`config.mk`:
```
export PLATFORM = sky130hd
export DESIGN_NAME = uart_rx_monitor
export DESIGN_NICKNAME = d
export VERILOG_FILES = /design/src/rtl/uart_rx_monitor.sv
export SDC_FILE = /design/constraint.sdc
export NUM_CORES = 1
export LEC_CHECK = 0
export ABC_AREA = 1
export CAP_MARGIN = 20
export CORE_MARGIN = 5
export CORE_UTILIZATION = 51
export CTS_CLUSTER_DIAMETER = 200
export CTS_CLUSTER_SIZE = 28
export DETAILED_ROUTE_END_ITERATION = 8
export HOLD_SLACK_MARGIN = 0.15
export PLACE_DENSITY = 0.77
export SYNTH_ARGS = -nofsm -noshare
export SYNTH_HDL_FRONTEND = slang
export SYNTH_SLANG_ARGS = --single-unit
```
`constraint.sdc`:
```
create_clock -name clk -period 2.45 [get_ports clk]
set_input_delay 0.3675 -clock clk [delete_from_list [all_inputs] [get_ports clk]]
set_output_delay 0.3675 -clock clk [all_outputs]
set_load 0.01 [all_outputs]
```
`src/rtl/uart_rx_monitor.sv`:
```
// 8N1 UART receiver with a first-word fall-through byte FIFO on a ready/valid stream.
// Reports stop-bit framing errors as a one-cycle pulse and FIFO overflow as a sticky flag.
module uart_rx_monitor #(
    parameter int unsigned CLK_FREQ_HZ = 50000000,
    parameter int unsigned BAUD        = 115200,
    parameter int unsigned FIFO_DEPTH  = 8
) (
    input  logic                          clk,
    input  logic                          rst,
    input  logic                          i_rx,
    output logic [7:0]                    o_data,
    output logic                          o_valid,
    input  logic                          i_ready,
    output logic [$clog2(FIFO_DEPTH):0]   o_count,
    output logic                          o_busy,
    output logic                          o_frame_err,
    output logic                          o_overflow
);

    localparam int unsigned CLKS_PER_BIT = CLK_FREQ_HZ / BAUD;
    localparam int unsigned HALF         = CLKS_PER_BIT / 2;
    localparam int unsigned TW           = $clog2(CLKS_PER_BIT);
    localparam int unsigned AW           = $clog2(FIFO_DEPTH);
    localparam logic [TW-1:0] TICK_HALF  = TW'(HALF - 1);
    localparam logic [TW-1:0] TICK_FULL  = TW'(CLKS_PER_BIT - 1);

    typedef enum logic [2:0] {StIdle, StStart, StData, StStop, StWaitHigh} state_e;

    logic          rx_meta;
    logic          rx_s;
    state_e        state;
    logic [TW-1:0] tick_cnt;
    logic [2:0]    bit_cnt;
    logic [7:0]    shift;
    logic          bit_done;
    logic          push;

    // Synchronizer resets to idle-high so reset never looks like a start bit.
    always_ff @(posedge clk) begin
        if (rst) begin
            rx_meta <= 1'b1;
            rx_s    <= 1'b1;
        end else begin
            rx_meta <= i_rx;
            rx_s    <= rx_meta;
        end
    end

    assign bit_done = (tick_cnt == TICK_FULL);
    assign push     = (state == StStop) && bit_done && rx_s;

    always_ff @(posedge clk) begin
        if (rst) begin
            state       <= StIdle;
            tick_cnt    <= '0;
            bit_cnt     <= '0;
            shift       <= '0;
            o_busy      <= 1'b0;
            o_frame_err <= 1'b0;
        end else begin
            o_frame_err <= 1'b0;
            unique case (state)
                StIdle: begin
                    if (!rx_s) begin
                        tick_cnt <= '0;
                        state    <= StStart;
                        o_busy   <= 1'b1;
                    end
                end
                StStart: begin
                    if (tick_cnt == TICK_HALF) begin
                        if (!rx_s) begin
                            tick_cnt <= '0;
                            bit_cnt  <= '0;
                            state    <= StData;
                        end else begin
                            state  <= StIdle;
                            o_busy <= 1'b0;
                        end
                    end else begin
                        tick_cnt <= tick_cnt + 1'b1;
                    end
                end
                StData: begin
                    if (bit_done) begin
                        shift[bit_cnt] <= rx_s;
                        tick_cnt       <= '0;
                        if (bit_cnt == 3'd7) begin
                            state <= StStop;
                        end else begin
                            bit_cnt <= bit_cnt + 3'd1;
                        end
                    end else begin
                        tick_cnt <= tick_cnt + 1'b1;
                    end
                end
                StStop: begin
                    if (bit_done) begin
                        tick_cnt <= '0;
                        if (rx_s) begin
                            state  <= StIdle;
                            o_busy <= 1'b0;
                        end else begin
                            o_frame_err <= 1'b1;
                            state       <= StWaitHigh;
                        end
                    end else begin
                        tick_cnt <= tick_cnt + 1'b1;
                    end
                end
                StWaitHigh: begin
                    // Hold off through a break so a long low line yields one error only.
                    if (rx_s) begin
                        state  <= StIdle;
                        o_busy <= 1'b0;
                    end
                end
                default: begin
                    state  <= StIdle;
                    o_busy <= 1'b0;
                end
            endcase
        end
    end

    logic [AW:0] wr_ptr;
    logic [AW:0] rd_ptr;
    logic [7:0]  mem [FIFO_DEPTH];
    logic        full;
    logic        pop;
    logic        wr_en;

    assign full    = (wr_ptr[AW-1:0] == rd_ptr[AW-1:0]) && (wr_ptr[AW] != rd_ptr[AW]);
    assign o_valid = (wr_ptr != rd_ptr);
    assign pop     = o_valid && i_ready;
    // A pop frees the head slot in the same cycle, so a full FIFO still accepts.
    assign wr_en   = push && (!full || pop);
    assign o_count = wr_ptr - rd_ptr;
    assign o_data  = o_valid ? mem[rd_ptr[AW-1:0]] : 8'h00;

    always_ff @(posedge clk) begin
        if (!rst && wr_en) begin
            mem[wr_ptr[AW-1:0]] <= shift;
        end
    end

    always_ff @(posedge clk) begin
        if (rst) begin
            wr_ptr     <= '0;
            rd_ptr     <= '0;
            o_overflow <= 1'b0;
        end else begin
            if (wr_en) begin
                wr_ptr <= wr_ptr + 1'b1;
            end
            if (pop) begin
                rd_ptr <= rd_ptr + 1'b1;
            end
            if (push && full && !pop) begin
                o_overflow <= 1'b1;
            end
        end
    end

endmodule

```
# Word level (Yosys, flattened, before mapping)
# Memories as Yosys holds them, arrays and structs flattened. A register that Yosys moved wholly into a read port is not among the register bits.
# Cells that the tools add are included.
dict set report totals {
  ramBits 64
  register_bits 36
  out_inout_bits 16
  memories 1
  in_bits 4
}
# memory words width rd rd_clocked_by_memory_dff wr line
set mem_list {}
lappend mem_list {mem 8 8 1 1 1 128} ;# logic [7:0] mem [FIFO_DEPTH];
dict set report classes {
  n_mux 32
  reduce_logical 22
  n_eq_ne 18
  bitwise 3
  order_cmp 2
  addsub 5
}
# cell count
set ops {}
lappend ops {{3-bit two-way mux} 13}
lappend ops {{9-bit two-way mux} 3}
lappend ops {{9-bit one-hot mux with 3 select lines} 1}
lappend ops {{2-bit inequality test, second input constant} 8}
lappend ops {{3-bit one-hot mux with 5 select lines} 1}
lappend ops {{9-bit by 1-bit adder with 9-bit output, second input constant} 1}
lappend ops {{9-bit by 8-bit equality test with 1-bit output, second input constant} 1}
lappend ops {{9-bit equality test, second input constant} 1}
lappend ops {{1-bit logical AND} 9}
lappend ops {{4-bit by 1-bit adder with 4-bit output, second input constant} 2}
lappend ops {{8-bit bitwise mux} 1}
lappend ops {{1-bit two-way mux} 8}
lappend ops {{8-bit two-way mux} 1}
lappend ops {{3-bit by 2-bit equality test with 1-bit output, second input constant} 2}
lappend ops {{3-bit equality test, second input constant} 2}
lappend ops {{3-bit one-hot mux with 2 select lines} 1}
lappend ops {{6-bit AND reduction} 1}
lappend ops {{1-bit one-hot mux with 5 select lines} 1}
lappend ops {{5-bit AND reduction} 1}
lappend ops {{3-bit by 4-bit less-than comparator with 1-bit output, second input constant} 1}
lappend ops {{4-bit inequality test} 1}
lappend ops {{4-bit AND reduction} 1}
lappend ops {{4-bit subtractor} 1}
lappend ops {{3-bit by 1-bit adder with 3-bit output, second input constant} 1}
lappend ops {{15 further kinds} 19}

# Logic depth before layout (Yosys ltp)
dict set report logic_depth {
  ltp_word 8
  ltp_mapped 11
  mapped_depth_nobuf 11
}

# Worst setup path after synthesis
# No wires, ideal clock.
dict set report synth_path {
  kind {reg-to-reg}
  from {register wr_ptr[0]}
  to {memory mem[0][0] (enable)}
  n_path_buf 0
  setup_time_ns 0.383
  t_required_ns 2.067
  slack_ns 0.060
  stages_incl_launch_ff 10
  t_arrival_ns 2.007
  cell_sequence {dfxtp_1 -> inv_1 -> ha_1 -> inv_1 -> nor2_1 -> nand2_1 -> nor2_1 -> nor3_4 -> nand3_2 -> nor3_1}
}
dict set report synth_between {
  elab_chain_len 8
  elab_cells_between_ends 10
  classes_between {2 x eq/ne; 2 x mux; 6 x reduce/logical}
}
# item line
set synth_rtl {}
lappend synth_rtl {{start, declared} 126} ;# logic [AW:0] wr_ptr;
lappend synth_rtl {{start signal, assigned} 154} ;# wr_ptr <= wr_ptr + 1'b1;
lappend synth_rtl {{3-bit equality test} 133} ;# assign full = (wr_ptr[AW-1:0] == rd_ptr[AW-1:0]) && (wr_ptr[AW] != rd_ptr[AW]);
lappend synth_rtl {{1-bit logical AND} 133}
lappend synth_rtl {{1-bit logical NOT} 137} ;# assign wr_en = push && (!full || pop);
lappend synth_rtl {{1-bit logical OR} 137}
lappend synth_rtl {{1-bit logical AND} 137}
lappend synth_rtl {{1-bit logical AND} 142} ;# if (!rst && wr_en) begin
lappend synth_rtl {{1-bit two-way mux} 142}
lappend synth_rtl {{1-bit two-way mux (implied by the code)} 143} ;# mem[wr_ptr[AW-1:0]] <= shift;
lappend synth_rtl {{end, declared} 128}
# Several ways; a longest one is shown, not always the timed one.

# Worst setup path after layout
dict set report layout_path {
  from {register rd_ptr[2]}
  to {output port o_data[1]}
}
dict set report layout_between {
  elab_chain_len 2
}
# item line
set layout_rtl {}
lappend layout_rtl {{start, declared} 127} ;# logic [AW:0] rd_ptr;
lappend layout_rtl {{start signal, assigned} 157} ;# rd_ptr <= rd_ptr + 1'b1;
lappend layout_rtl {{4-bit inequality test} 134} ;# assign o_valid = (wr_ptr != rd_ptr);
lappend layout_rtl {{8-bit two-way mux} 139} ;# assign o_data = o_valid ? mem[rd_ptr[AW-1:0]] : 8'h00;
lappend layout_rtl {{end, declared} 11} ;# output logic [7:0] o_data,
# No other way between the ends.

==> out/metrics.csv <==
stage;metric;value;unit
sta;clk_skew;0.0148;ns
synth;Post-Syn Nets;533;
synth;synth warn;0;
final_layout;final-stage net count;572;
placed_design;final RePlAce weighted congestion;0.892;
die;die width;105;um
final_layout;Area Overhead vs Synth;15.0;%
die;die footprint;0.0111;sq mm
clocking;Num CTS Buffers;9;
die;Top Ports;20;
status;status;finished clean;
clocking;clock sinks;103;
sta;fin crit share;95.5;%
final_layout;fin util;60.6;%
sta;fin. max-slew vios;0;
route;routed len/inst;15.0;um
route;Initial DRT Pass Iterations;5;
route;Vias per Instance;5.45;
die;die height;105;um
synth;sequential element share of the synthesized area;58.6;%
route;final wirelength;10.0;mm
global_routing;vias in the first global route;3487;
route;via count;3652;
sta;min Tclk post-route;2.34;ns
clocking;clk root buf;clkbuf_8;
die;area of the core;0.00876;sq mm
clocking;clock buffer depth;2;
synth;#FFs+latches synth;103;
route;post-route ant nets;0;
final_layout;# diodes;0;
setup_path;crit path DAT;1.97;ns
setup_path;critical path launch point type;flop;
power;power per standard cell area;737;mW/mm^2
placed_design;input/output buffers;19;
sta;Fmax;427;MHz
setup_path;crit path max fanout;5;
power;leakage;2.21;nW
min_path;type of the worst min-delay path;flop to flop;
route;# DRC;0;
final_layout;fraction of layout cells with a size suffix above 1;12.5;%
power;VDD IR max;0.537;mV
die;Starting Density;52.7;%
route;drt initial violations;181;
synth;Gate Count Post-Synth;518;
die;FP Rows;34;
synth;Unique masters post-synth;29;
global_routing;Total GRT Usage;18.6;%
synth;Syn Area/Cell;8.91;sq um
setup_path;CP Capture Type;output pin;
sta;Least-Margin Pin Slew;0.542;ns
global_routing;global-route wire length before repair;16.6;mm
sta;Setup Viol. Count Final;0;
clocking;H-tree levels;3;
job;max cap viols;0;
global_routing;largest net degree at the start of global routing;26;
clocking;TritonCTS clock tree;yes;
synth;Post-Syn Area;0.00461;sq mm
global_routing;gr ovfl total;0;
clocking;clock-pin slew on the worst setup and hold paths;0.11;ns
sta;Final Hold Vio Count;0;
sta;WHS;0.419;ns
placed_design;detailed placer's ending HPWL;6.96;mm
clocking;cts hold-fix bufs;0;
sta;Max-Slew Margin vs Limit;63.8;%
setup_path;Crit Path Class;flop to output pin;
setup_path;CP required;2.08;ns
global_routing;antenna violations before repair;0;
clocking;clk_lat worst skew;0.37;ns
## critical path: stages (launching register included)
cell and delay, ns:
dfxtp_2 0.36, inv_1 0.07, ha_4 0.28, nand2_1 0.10, nor2_4 0.20, nand2_4 0.12, o21ai_2 0.10, a31oi_1 0.05
dlygate4sd2_1 0.31
## worst paths after layout
kind / start / slack [ns] / cells past startpoint / to
worst max-delay path: rd_ptr[2] / 0.11 / 8 / o_data[1]
worst min-delay path: rx_meta / 0.42 / 1 / rx_s
worst max register to register: wr_ptr[0] / 0.19 / 10 / mem[5][3]
worst min register to register: rx_meta / 0.42 / 1 / rx_s
## what timing repair did
item,in CTS,in global routing
endpoints found under the setup margin,12,49
setup buffers,0,1
resized for setup,22,12
cloned,1,0
pin swaps,1,1
## where the power goes
group | switching (mW) | total, mW | internal, mW
combinational | 0.608 | 0.941 | 0.333
sequential | 0.0801 | 1.97 | 1.89
clock | 0.613 | 1.00 | 0.392
## layout by cell type, fill, tap and decap left out, drive strengths merged
cell type	netlist	final
a21oi	22	22
clkdlybuf4s15	0	2
nand2	97	98
or2	3	3
clkinvlp	0	3
nor4	1	1
a31oi	9	9
ha	10	10
edfxtp	64	64
o21ai	63	63
clkbuf	15	9
nor3	11	11
nand4	3	3
buf	2	25
dfxtp	39	39
clkdlybuf4s50	0	7
nand3	13	13
xor2	3	3
fa	1	1
o21bai	1	1
clkinv	0	1
xnor2	3	3
inv	47	50
dlygate4sd2	0	10
nor2	111	111
## metal layers
layer	GRT usage, %	up-vias	wire, um	share of wire (%)
met5	0	-	0	0
met4	7.31	0	183	1.8
met3	3.14	15	497	4.9
met2	32.3	96	5070	50
met1	23.2	1739	4300	43
li1	-	1802	-	-
## synth_stat cells
master | instances | area (sq um)
nor2_1 | 110 | 413
nand2_1 | 95 | 357
edfxtp_1 | 64 | 1920
o21ai_0 | 60 | 300
dfxtp_1 | 39 | 781
inv_1 | 39 | 146
a21oi_1 | 22 | 110
clkbuf_1 | 15 | 56.3
nand3_1 | 11 | 55.1
ha_1 | 10 | 125
a31oi_1 | 9 | 56.3
nor3_1 | 9 | 45.0
inv_2 | 8 | 30.0
nand4_1 | 3 | 18.8
xnor2_1 | 3 | 26.3
xor2_1 | 3 | 26.3
buf_2 | 2 | 10.0
nand2_2 | 2 | 12.5
nand3_2 | 2 | 20.0
o21ai_1 | 2 | 10.0
or2_2 | 2 | 12.5
fa_1 | 1 | 20.0
nor2_2 | 1 | 6.26
nor3_2 | 1 | 10.0
nor3_4 | 1 | 16.3
nor4_1 | 1 | 6.26
o21ai_2 | 1 | 8.76
o21bai_1 | 1 | 7.51
or2_1 | 1 | 6.26
## sequential cells by signal (all words and copies together) (netlist names), 3 cells and up, named ones only
register and count:
wr_ptr 4, bit_cnt 3, state 3, shift 8, mem 64, rd_ptr 4
tick_cnt 9
## cells by family after synthesis
kind of cell | Yosys count | synth area share [%]
buffers and inverters | 64 | 5.26
AOI/OAI and AO/OA | 95 | 10.7
adders and majority gates | 11 | 3.15
xor gates and xnor gates | 6 | 1.14
and+or+nand+nor | 239 | 21.2
DFF | 103 | 58.6
## through the flow
step	setup slack, ns	TNS [ns]	instance area (sq um)	instances	total power, mW
floorplan	0.0598	0	4610	518	2.66
CTS	0.0192	0	5260	669	3.92
global route	-0.0113	-0.0608	5310	670	4.16
detailed placement	0.0451	0	5050	652	2.93
finish	0.109	0	5310	670	3.91
global placement	0.138	0	5050	652	2.89
## layout make-up
type	count	area, sq um
multi-input cells	352	1730
fillers	690	3450
clock buffers	9	124
flip-flops and latches	103	2710
clock inverters	7	65.1
well taps	108	135
inverters	47	176
repair buffers	44	369
Power figures use the tool's default switching activity.
